`config.mk`:
```
export PLATFORM = sky130hd
export DESIGN_NAME = max_scan_engine_flat
export DESIGN_NICKNAME = d
export VERILOG_FILES = /design/src/rtl/max_scan_engine_if.sv /design/src/rtl/max_scan_engine.sv /design/src/flat_wrapper.sv
export SDC_FILE = /design/constraint.sdc
export NUM_CORES = 1
export LEC_CHECK = 0
export ABC_CLOCK_PERIOD_IN_PS = 3100
export CORE_MARGIN = 2
export CORE_UTILIZATION = 30
export CTS_CLUSTER_DIAMETER = 40
export CTS_CLUSTER_SIZE = 30
export DETAILED_ROUTE_END_ITERATION = 10
export PLACE_DENSITY = 0.58
export SETUP_SLACK_MARGIN = 0.1
export SYNTH_ARGS = -nofsm -noshare
export SYNTH_HDL_FRONTEND = slang
export SYNTH_SLANG_ARGS = --single-unit
```
`constraint.sdc`:
```
create_clock -name clk -period 3.1 [get_ports clk]
set_input_delay 0.62 -clock clk [delete_from_list [all_inputs] [get_ports clk]]
set_output_delay 0.62 -clock clk [all_outputs]
set_load 0.02 [all_outputs]
```
`src/rtl/max_scan_engine_if.sv`:
```
// ---------------------------------------------------------------------------
// max_scan_engine_if
// Bundles the control handshake and data-memory bus of max_scan_engine.
//   start    : scan request from the host
//   len      : element count, taken when a start is accepted
//   busy     : scan in progress (accepted start up to the end of the done cycle)
//   done     : one-cycle completion pulse
//   adr      : word-aligned byte address to data memory
//   d_in     : write data to data memory
//   MemRead  : memory read enable
//   MemWrite : memory write enable (memory commits on rising clk)
//   d_out    : memory read data, combinational from adr
// Modports:
//   master : the scan engine (drives the memory bus, answers the handshake)
//   slave  : the environment (host plus data memory)
// ---------------------------------------------------------------------------
interface max_scan_engine_if;
  logic        start;
  logic [15:0] len;
  logic        busy;
  logic        done;
  logic [31:0] adr;
  logic [31:0] d_in;
  logic        MemRead;
  logic        MemWrite;
  logic [31:0] d_out;

  modport master (
    input  start, len, d_out,
    output busy, done, adr, d_in, MemRead, MemWrite
  );

  modport slave (
    output start, len, d_out,
    input  busy, done, adr, d_in, MemRead, MemWrite
  );
endinterface

```
`src/rtl/max_scan_engine.sv`:
```
// ---------------------------------------------------------------------------
// max_scan_engine
// Scans len 32-bit words starting at byte address BASE_ADR, finds the largest
// value (lowest index wins ties) and writes the value to RES_ADR and the
// 0-based index to RES_ADR+4, then pulses done for one cycle.
// An empty scan (len=0) writes value 0 and index 32'hFFFF_FFFF without
// reading memory.
//
// Parameters:
//   BASE_ADR : byte address of element 0
//   RES_ADR  : byte address of the result pair
// Ports:
//   clk : clock, all state changes on rising edge
//   rst : asynchronous active-high reset
//   bus : max_scan_engine_if.master (handshake + data-memory bus)
//
// Configuration macro:
//   MAX_SCAN_SIGNED_EN : defined -> elements compared as two's-complement
//                        signed; undefined (default) -> unsigned compare.
//
// All bus outputs are decoded only from the state, counter and best-value
// flops, so they never depend combinationally on d_out or start.
// ---------------------------------------------------------------------------
module max_scan_engine #(
  parameter logic [31:0] BASE_ADR = 32'd1000,
  parameter logic [31:0] RES_ADR  = 32'd2000
) (
  input  logic              clk,
  input  logic              rst,
  max_scan_engine_if.master bus
);

  typedef enum logic [2:0] {
    ST_IDLE   = 3'd0,
    ST_READ   = 3'd1,
    ST_WR_VAL = 3'd2,
    ST_WR_IDX = 3'd3,
    ST_DONE   = 3'd4
  } state_e;

  state_e      state_q;
  logic [15:0] len_q;
  logic [15:0] idx_q;
  logic [31:0] best_val_q;
  logic [15:0] best_idx_q;

  logic        take_s;
  logic        last_s;

  // True when cand must replace the current best (strictly greater only).
  function automatic logic beats(input logic [31:0] cand, input logic [31:0] best);
`ifdef MAX_SCAN_SIGNED_EN
    beats = ($signed(cand) > $signed(best));
`else
    beats = (cand > best);
`endif
  endfunction

  // Element 0 always seeds the best registers; later elements must beat them.
  always_comb begin
    take_s = 1'b0;
    last_s = 1'b0;
    if (idx_q == 16'd0) begin
      take_s = 1'b1;
    end else begin
      take_s = beats(bus.d_out, best_val_q);
    end
    // len_q is never 0 while in READ, so len_q-1 cannot underflow there.
    last_s = (idx_q == (len_q - 16'd1));
  end

  // Scan FSM: state, element counter, latched length and best registers.
  always_ff @(posedge clk or posedge rst) begin
    if (rst) begin
      state_q    <= ST_IDLE;
      len_q      <= 16'd0;
      idx_q      <= 16'd0;
      best_val_q <= 32'd0;
      best_idx_q <= 16'd0;
    end else begin
      case (state_q)
        ST_IDLE: begin
          if (bus.start) begin
            len_q      <= bus.len;
            idx_q      <= 16'd0;
            best_val_q <= 32'd0;
            best_idx_q <= 16'd0;
            state_q    <= (bus.len == 16'd0) ? ST_WR_VAL : ST_READ;
          end
        end
        ST_READ: begin
          if (take_s) begin
            best_val_q <= bus.d_out;
            best_idx_q <= idx_q;
          end
          idx_q <= idx_q + 16'd1;
          if (last_s) begin
            state_q <= ST_WR_VAL;
          end
        end
        ST_WR_VAL: state_q <= ST_WR_IDX;
        ST_WR_IDX: state_q <= ST_DONE;
        ST_DONE:   state_q <= ST_IDLE;
        default:   state_q <= ST_IDLE;
      endcase
    end
  end

  // Bus decode from state; IDLE and DONE keep the memory bus fully quiet.
  always_comb begin
    bus.busy     = 1'b0;
    bus.done     = 1'b0;
    bus.MemRead  = 1'b0;
    bus.MemWrite = 1'b0;
    bus.adr      = 32'd0;
    bus.d_in     = 32'd0;
    case (state_q)
      ST_IDLE: begin
        bus.busy = 1'b0;
      end
      ST_READ: begin
        bus.busy    = 1'b1;
        bus.MemRead = 1'b1;
        bus.adr     = BASE_ADR + {14'd0, idx_q, 2'b00};
      end
      ST_WR_VAL: begin
        bus.busy     = 1'b1;
        bus.MemWrite = 1'b1;
        bus.adr      = RES_ADR;
        bus.d_in     = best_val_q;
      end
      ST_WR_IDX: begin
        bus.busy     = 1'b1;
        bus.MemWrite = 1'b1;
        bus.adr      = RES_ADR + 32'd4;
        // An empty scan reports "no index" as all ones.
        if (len_q == 16'd0) begin
          bus.d_in = 32'hFFFF_FFFF;
        end else begin
          bus.d_in = {16'd0, best_idx_q};
        end
      end
      ST_DONE: begin
        bus.busy = 1'b1;
        bus.done = 1'b1;
      end
      default: begin
        bus.busy = 1'b0;
      end
    endcase
  end

endmodule
```
`src/flat_wrapper.sv`:
```
// flat-port wrapper written by rule: the top's interface ports become plain ports
module max_scan_engine_flat 
#(
  parameter logic [31:0] BASE_ADR = 32'd1000,
  parameter logic [31:0] RES_ADR  = 32'd2000
)
  (clk, rst, bus_start, bus_len, bus_d_out, bus_busy, bus_done, bus_adr, bus_d_in, bus_MemRead, bus_MemWrite);
  max_scan_engine_if bus_i ();
  input  logic clk;
  input  logic rst;
  input wire logic [$bits(bus_i.start)-1:0] bus_start;
  input wire logic [$bits(bus_i.len)-1:0] bus_len;
  input wire logic [$bits(bus_i.d_out)-1:0] bus_d_out;
  output wire logic [$bits(bus_i.busy)-1:0] bus_busy;
  output wire logic [$bits(bus_i.done)-1:0] bus_done;
  output wire logic [$bits(bus_i.adr)-1:0] bus_adr;
  output wire logic [$bits(bus_i.d_in)-1:0] bus_d_in;
  output wire logic [$bits(bus_i.MemRead)-1:0] bus_MemRead;
  output wire logic [$bits(bus_i.MemWrite)-1:0] bus_MemWrite;
  assign bus_i.start = bus_start;
  assign bus_i.len = bus_len;
  assign bus_i.d_out = bus_d_out;
  assign bus_busy = bus_i.busy;
  assign bus_done = bus_i.done;
  assign bus_adr = bus_i.adr;
  assign bus_d_in = bus_i.d_in;
  assign bus_MemRead = bus_i.MemRead;
  assign bus_MemWrite = bus_i.MemWrite;
  max_scan_engine #(.BASE_ADR(BASE_ADR), .RES_ADR(RES_ADR)) u_core (.clk(clk), .rst(rst), .bus(bus_i));
endmodule
```
# --- Word level (Yosys, flattened, before mapping) ---
# Index checks and enable logic that the tools add are counted.
# W data, S select, Z words.
word_totals:
  ff_bits: 83
  latchBits: 0
  ramBits: 0
  mem_bits_ro: 0
  output_inout_bits: 68
  n_memories: 0
classes:
  add_sub_neg: 3
  mul: 0
  div_mod_pow: 0
  n_lt_le_gt_ge: 1
  eq_ne: 8
  n_shift: 0
  muxes: 19
  bitwise: 0
  reduce_logical: 11
op_table:
  columns: ["cell", "count"]
  rows:
  - ["$pmux W32 S2", 2]
  - ["$mux W32", 3]
  - ["$pmux W32 S3", 1]
  - ["$pmux W16 S2", 2]
  - ["$logic_not A16 Y1", 3]
  - ["$gt A32 B32 Y1", 1]
  - ["$mux W16", 2]
  - ["$add A10 B18 Y19 const A", 1]
  - ["$add A16 B1 Y16 const B", 1]
  - ["$eq A16 B16 Y1", 1]
  - ["$sub A16 B1 Y16 const B", 1]
  - ["$pmux W3 S4", 1]
  - ["$eq A3 B2 Y1 const B", 2]
  - ["$mux W3", 2]
  - ["$reduce_and A2 Y1", 3]
  - ["$mux W1", 5]
  - ["$ne A2 B1 Y1 const B", 2]
  - ["$reduce_or A4 Y1", 1]
  - ["$eq A3 B1 Y1 const B", 1]
  - ["$eq A3 B3 Y1 const B", 1]
  - ["$logic_not A3 Y1", 1]
  - ["$reduce_and A3 Y1", 1]
  - ["$mux W2", 1]
  - ["$ne A2 B2 Y1 const B", 1]
  - ["2 further kinds", 2]

# --- Depth between registers and ports, before layout ---
depth:
  word_depth: 4
  depth_mapped: 11
  mapped_depth_nobuf: 9

# --- Worst setup path before layout ---
# No wires, ideal clock.
synth_timing:
  path_type: "input-to-reg"
  from: "input port bus_d_out[1]"
  to: "register u_core.best_val_q[10]"
  setup_time_ns: 0.121
  arrival_ns: 2.442
  required_time_ns: 2.979
  path_slack_ns: 0.537
  path_stages: 10
  path_buffers: 2
  path_cell_list: "ha_1 -> nor2b_1 -> o211ai_1 -> a2111oi_1 -> o41ai_1 -> a21bo_2 -> a31o_1 -> buf_2 -> buf_6 -> a22o_1"
synth_between:
  elab_chain_cells: 4
synth_rtl:
  columns: ["item", "line", "rtl"]
  rows:
  - ["start, declared", "flat_wrapper.sv:13", "input wire logic [$bits(bus_i.d_out)-1:0] bus_d_out;"]
  - ["$gt A32 B32 Y1", "max_scan_engine.sv:55", "beats = (cand > best);"]
  - ["$mux W1", "max_scan_engine.sv:63", "if (idx_q == 16'd0) begin"]
  - ["$ne A2 B1 Y1 (no source line)", null, null]
  - ["$reduce_and A3 Y1 (no source line)", null, null]
  - ["end signal, assigned", "max_scan_engine.sv:93", "best_val_q <= bus.d_out;"]
  - ["end, declared", "max_scan_engine.sv:44", "logic [31:0] best_val_q;"]
# No other way between the ends.
# A chain may end at the register's enable or synchronous reset.

# --- Worst setup path in the final report ---
layout_timing:
  from: "register u_core.len_q[0]"
  to: "output port bus_d_in[2]"
layout_between:
  elab_chain_cells: 3
layout_rtl:
  columns: ["item", "line", "rtl"]
  rows:
  - ["start, declared", "max_scan_engine.sv:42", "logic [15:0] len_q;"]
  - ["start signal, assigned", "max_scan_engine.sv:84", "len_q <= bus.len;"]
  - ["$logic_not A16 Y1", "max_scan_engine.sv:137", "if (len_q == 16'd0) begin"]
  - ["$mux W32", "max_scan_engine.sv:137", null]
  - ["$pmux W32 S2", "max_scan_engine.sv:117", "case (state_q)"]
  - ["end, declared", "flat_wrapper.sv:17", "output wire logic [$bits(bus_i.d_in)-1:0] bus_d_in;"]
# No other way between the ends.

==> results.json <==
{
  "reg2reg_to": "u_core.state_q[0]$_DFFE_PP0P_",
  "start_util": 0.309,
  "postSynthAreaPerCell_um2": 8.85,
  "io_buffers": 103,
  "number_of_buffer_and_inverter_instances_along_the_worst_setup_path": 3,
  "layout.cell_area.non_filler_mm2": 0.00734,
  "grt_start_max_net_pins": 68,
  "hold_viol": 0,
  "detailed_place_hpwl_mm": 11.8,
  "cts_made_buffers": 9,
  "firstDrtPassIters": 5,
  "report.power.total_uw": 6740,
  "layout-drive-gt1-share": 0.104,
  "fraction_of_the_cycle_the_final_worst_path_needs": 0.921,
  "hold_path_depth": 1,
  "clk_transition_reported_paths_ps": 70,
  "vias_per_cell": 5.06,
  "drt_iter0_markers": 350,
  "ys_async_sr_fraction": 1.00,
  "finalWeightedCongestion": 0.854,
  "slew_viol_final": 0,
  "yosys.cell_types.count": 60,
  "path_class": "flip-flop to output port",
  "aggregate_routed_wire_length_mm": 15.8,
  "layout.cells.most_common": "sky130_fd_sc_hd__nand2_1",
  "timing.max_cap.violations": 0,
  "hold_path.startpoint": "u_core.best_idx_q[12]$_DFFE_PP0P_",
  "grt_overflow_total": 0,
  "drc": 0,
  "grt_use_total": 0.165,
  "pleak_uw": 0.00372,
  "final_core_util": 0.406,
  "critical_path_max_stage_delay_ps": 440,
  "min-delay-path-class": "flip-flop to flip-flop",
  "cp_max_delay_cell": "sky130_fd_sc_hd__dfrtp_1",
  "diodes": 0,
  "worst_ep_required_ps": 2480,
  "final_routed_wire_length_divided_by_cell_count_um": 16.1,
  "placed_cell_area_mm2": 0.00701,
  "synthesis.yosys.warnings": 0,
  "core.rowCount": 49,
  "die-width_um": 140,
  "unrepaired_setup_endpoints_after_global_routing": "false",
  "synthCells": 631,
  "worst-slew-pin-transition_ps": 537,
  "run_status": "finished, final reports clean",
  "power.share.switching": 0.423,
  "die_area_mm2": 0.0197,
  "crit_path_cell_trace": "inv_1, ha_1, nor4b_2, nand4_1, buf_12, o21ai_0, dlygate4sd2_1",
  "coreArea_mm2": 0.0181,
  "netSwitchingPower_uw": 2860,
  "grt_first_pass_wirelength_mm": 25.6,
  "cts_buffer_depth": 2,
  "finalWorstSetupSlack_ps": 246,
  "vias": 4956,
  "timing.slew.headroom": 0.632,
  "setup_viol": 0,
  "postSynth.topFlopCell": "sky130_fd_sc_hd__dfrtp_1",
  "die_y_um": 140,
  "synth_sequential_area_ratio": 0.372,
  "clock_power_share": 0.181,
  "timing.critical_path.to_type": "output port",
  "portion_of_total_power_attributed_to_sequential_cells": 0.281,
  "hold_ws_ps": 498,
  "power.share.combinational": 0.538,
  "source_to_sink_clock_delay_at_the_later_pin_of_the_worst_skew_pair_ps": 360,
  "antenna_violating_nets_post_route": 0,
  "achievable-frequency_mhz": 350,
  "syn_area_mm2": 0.00558,
  "power-per-cell-area_mw_per_mm2": 919,
  "ir_drop_v": 0.000426,
  "cts_tree": "yes",
  "cts_num_sinks": 83,
  "placement.setup.worst_slack_ps": -89.5,
  "critical_path.top_delay_family": "buffers and inverters",
  "synth_edf_count": 0,
  "timing.hold.worst_endpoint": "u_core.best_idx_q[12]$_DFFE_PP0P_",
  "number_of_global_route_vias_before_repair": 4738,
  "yosys_reg_bits": 83,
  "crit_arrival_ps": 2230,
  "timing.clock.skew_ps": 15.8,
  "clock_tree.htree_level_count": 3,
  "post_layout_minimum_cycle_time_ps": 2850,
  "internal-power_uw": 3890,
  "cts_hold_repair_buffers": 0,
  "grt_antenna_before_repair": 0,
  "layout-area-overhead-vs-synth_pct": 31.4,
  "cts.root.buffer_cell": "sky130_fd_sc_hd__clkbuf_16",
  "worst_r2r_path_depth": 8,
  "crit_path_start_kind": "flip-flop",
  "path_max_fanout": 32,
  "nets_finish": 833,
  "timing.rr.start": "u_core.len_q[0]$_DFFE_PP0P_",
  "timing.reg2reg.setup_slack_ps": 540,
  "floorplan.io_pins": 119,
  "mostFrequentLayoutCells": "sky130_fd_sc_hd__nand2_1, sky130_fd_sc_hd__dfrtp_1, sky130_fd_sc_hd__clkdlybuf4s50_1, sky130_fd_sc_hd__a22o_1, sky130_fd_sc_hd__o21ai_0"
}
[sequential cells by signal (all words and copies together), names as in the netlist]
name,flops
u_core.len_q,16
u_core.state_q,3
u_core.best_val_q,32
u_core.idx_q,16
u_core.best_idx_q,16
[power groups by stage]
stage	combinational [µW]	sequential [µW]	clock (µW)
after detailed placement	3630	1900	0
after global routing	4020	1960	1290
after floorplan	2490	1760	0
after global placement	3610	1900	0
after CTS	3670	1890	1240
final	3630	1900	1220
[worst max path at each step]
stage	cells past startpoint	startpoint	endpoint	slack, ps
3_5_place_dp	10	bus_d_out[29]	u_core.best_val_q[3]$_DFFE_PP0P_	-90
5_1_grt	10	bus_d_out[17]	u_core.best_val_q[24]$_DFFE_PP0P_	100
3_3_place_gp	10	bus_d_out[30]	u_core.best_val_q[25]$_DFFE_PP0P_	-40
6_report	7	u_core.len_q[0]$_DFFE_PP0P_	bus_d_in[2]	250
4_1_cts	7	u_core.state_q[2]$_DFFE_PP0P_	bus_adr[2]	120
2_1_floorplan	1	rst	u_core.best_idx_q[0]$_DFFE_PP0P_	340
[per-stage QoR]
stage / cells / TNS [ps]
2_1_floorplan: 645 / 0
3_3_place_gp: 963 / -1630
3_5_place_dp: 963 / -2740
4_1_cts: 979 / 0
5_1_grt: 979 / 0
6_report: 979 / 0
[Yosys cell counts (3+ instances only)]
| cell type | n | area share |
|---|---|---|
| sky130_fd_sc_hd__a21o_1 | 3 | 0.0040 |
| sky130_fd_sc_hd__o211ai_1 | 5 | 0.0067 |
| sky130_fd_sc_hd__nand3b_1 | 3 | 0.0040 |
| sky130_fd_sc_hd__nand3_1 | 15 | 0.013 |
| sky130_fd_sc_hd__nand2_1 | 96 | 0.065 |
| sky130_fd_sc_hd__a22o_1 | 50 | 0.078 |
| sky130_fd_sc_hd__dfrtp_1 | 83 | 0.37 |
| sky130_fd_sc_hd__xnor2_1 | 13 | 0.020 |
| sky130_fd_sc_hd__nor4_1 | 9 | 0.010 |
| sky130_fd_sc_hd__o31ai_1 | 3 | 0.0040 |
| sky130_fd_sc_hd__and3_1 | 5 | 0.0056 |
| sky130_fd_sc_hd__buf_6 | 3 | 0.0060 |
| sky130_fd_sc_hd__nand4_1 | 18 | 0.020 |
| sky130_fd_sc_hd__ha_1 | 37 | 0.083 |
| sky130_fd_sc_hd__a31oi_1 | 4 | 0.0045 |
| sky130_fd_sc_hd__clkbuf_8 | 3 | 0.0074 |
| sky130_fd_sc_hd__nor3_1 | 8 | 0.0072 |
| sky130_fd_sc_hd__a21oi_1 | 22 | 0.020 |
| sky130_fd_sc_hd__mux2i_1 | 19 | 0.034 |
| sky130_fd_sc_hd__nor2_1 | 29 | 0.019 |
| sky130_fd_sc_hd__xor2_1 | 16 | 0.025 |
| sky130_fd_sc_hd__buf_2 | 6 | 0.0054 |
| sky130_fd_sc_hd__buf_4 | 16 | 0.022 |
| sky130_fd_sc_hd__inv_1 | 43 | 0.029 |
| sky130_fd_sc_hd__o21ai_0 | 49 | 0.044 |
| sky130_fd_sc_hd__clkbuf_1 | 29 | 0.019 |
| sky130_fd_sc_hd__and2_1 | 3 | 0.0034 |
[timing repair]
| item | in CTS | in global routing |
|---|---|---|
| setup buffers | 0 | 0 |
| cloned | 0 | 0 |
| gates resized for setup | 39 | 8 |
| endpoints found under the setup margin | 44 | 8 |
[final cells by class]
type	instances	area [µm²]
well taps	229	287
clock buffers	9	225
fillers	1782	10700
inverters	43	163
flip-flops and latches	83	2080
multi-input cells	460	3070
clock inverters	7	109
repair buffers	148	1410
[logic make-up (layout without fill, tap and decap cells)]
family,Yosys count,in the layout,synth area share
AO/OA/AOI/OAI,155,155,0.190
XOR/XNOR,30,30,0.0484
adder cells (fa/ha/maj),37,37,0.0829
buffers and inverters,102,207,0.0930
flip-flops,83,83,0.372
multiplexers,19,19,0.0341
other,1,15,0.000672
AND/OR/NAND/NOR,204,204,0.179
[worst register-to-register path, cell delays in order (launching register included)]
cell                        delay, ps
sky130_fd_sc_hd__dfrtp_1          440
sky130_fd_sc_hd__inv_1            110
sky130_fd_sc_hd__ha_1             320
sky130_fd_sc_hd__xor2_1           140
sky130_fd_sc_hd__o211ai_1         110
sky130_fd_sc_hd__a2111oi_0        530
sky130_fd_sc_hd__nand4_1          250
sky130_fd_sc_hd__nor4b_2          360
sky130_fd_sc_hd__o32ai_1          160
[layer usage]
metal  vias up  part of all wire  track usage
met3        24             0.042       0.0287
met1      2366              0.46        0.223
met4         0             0.022       0.0537
li1       2440                 -            -
met5         -                 0            0
met2       126              0.47        0.267
(Power assumes the default switching activity.)
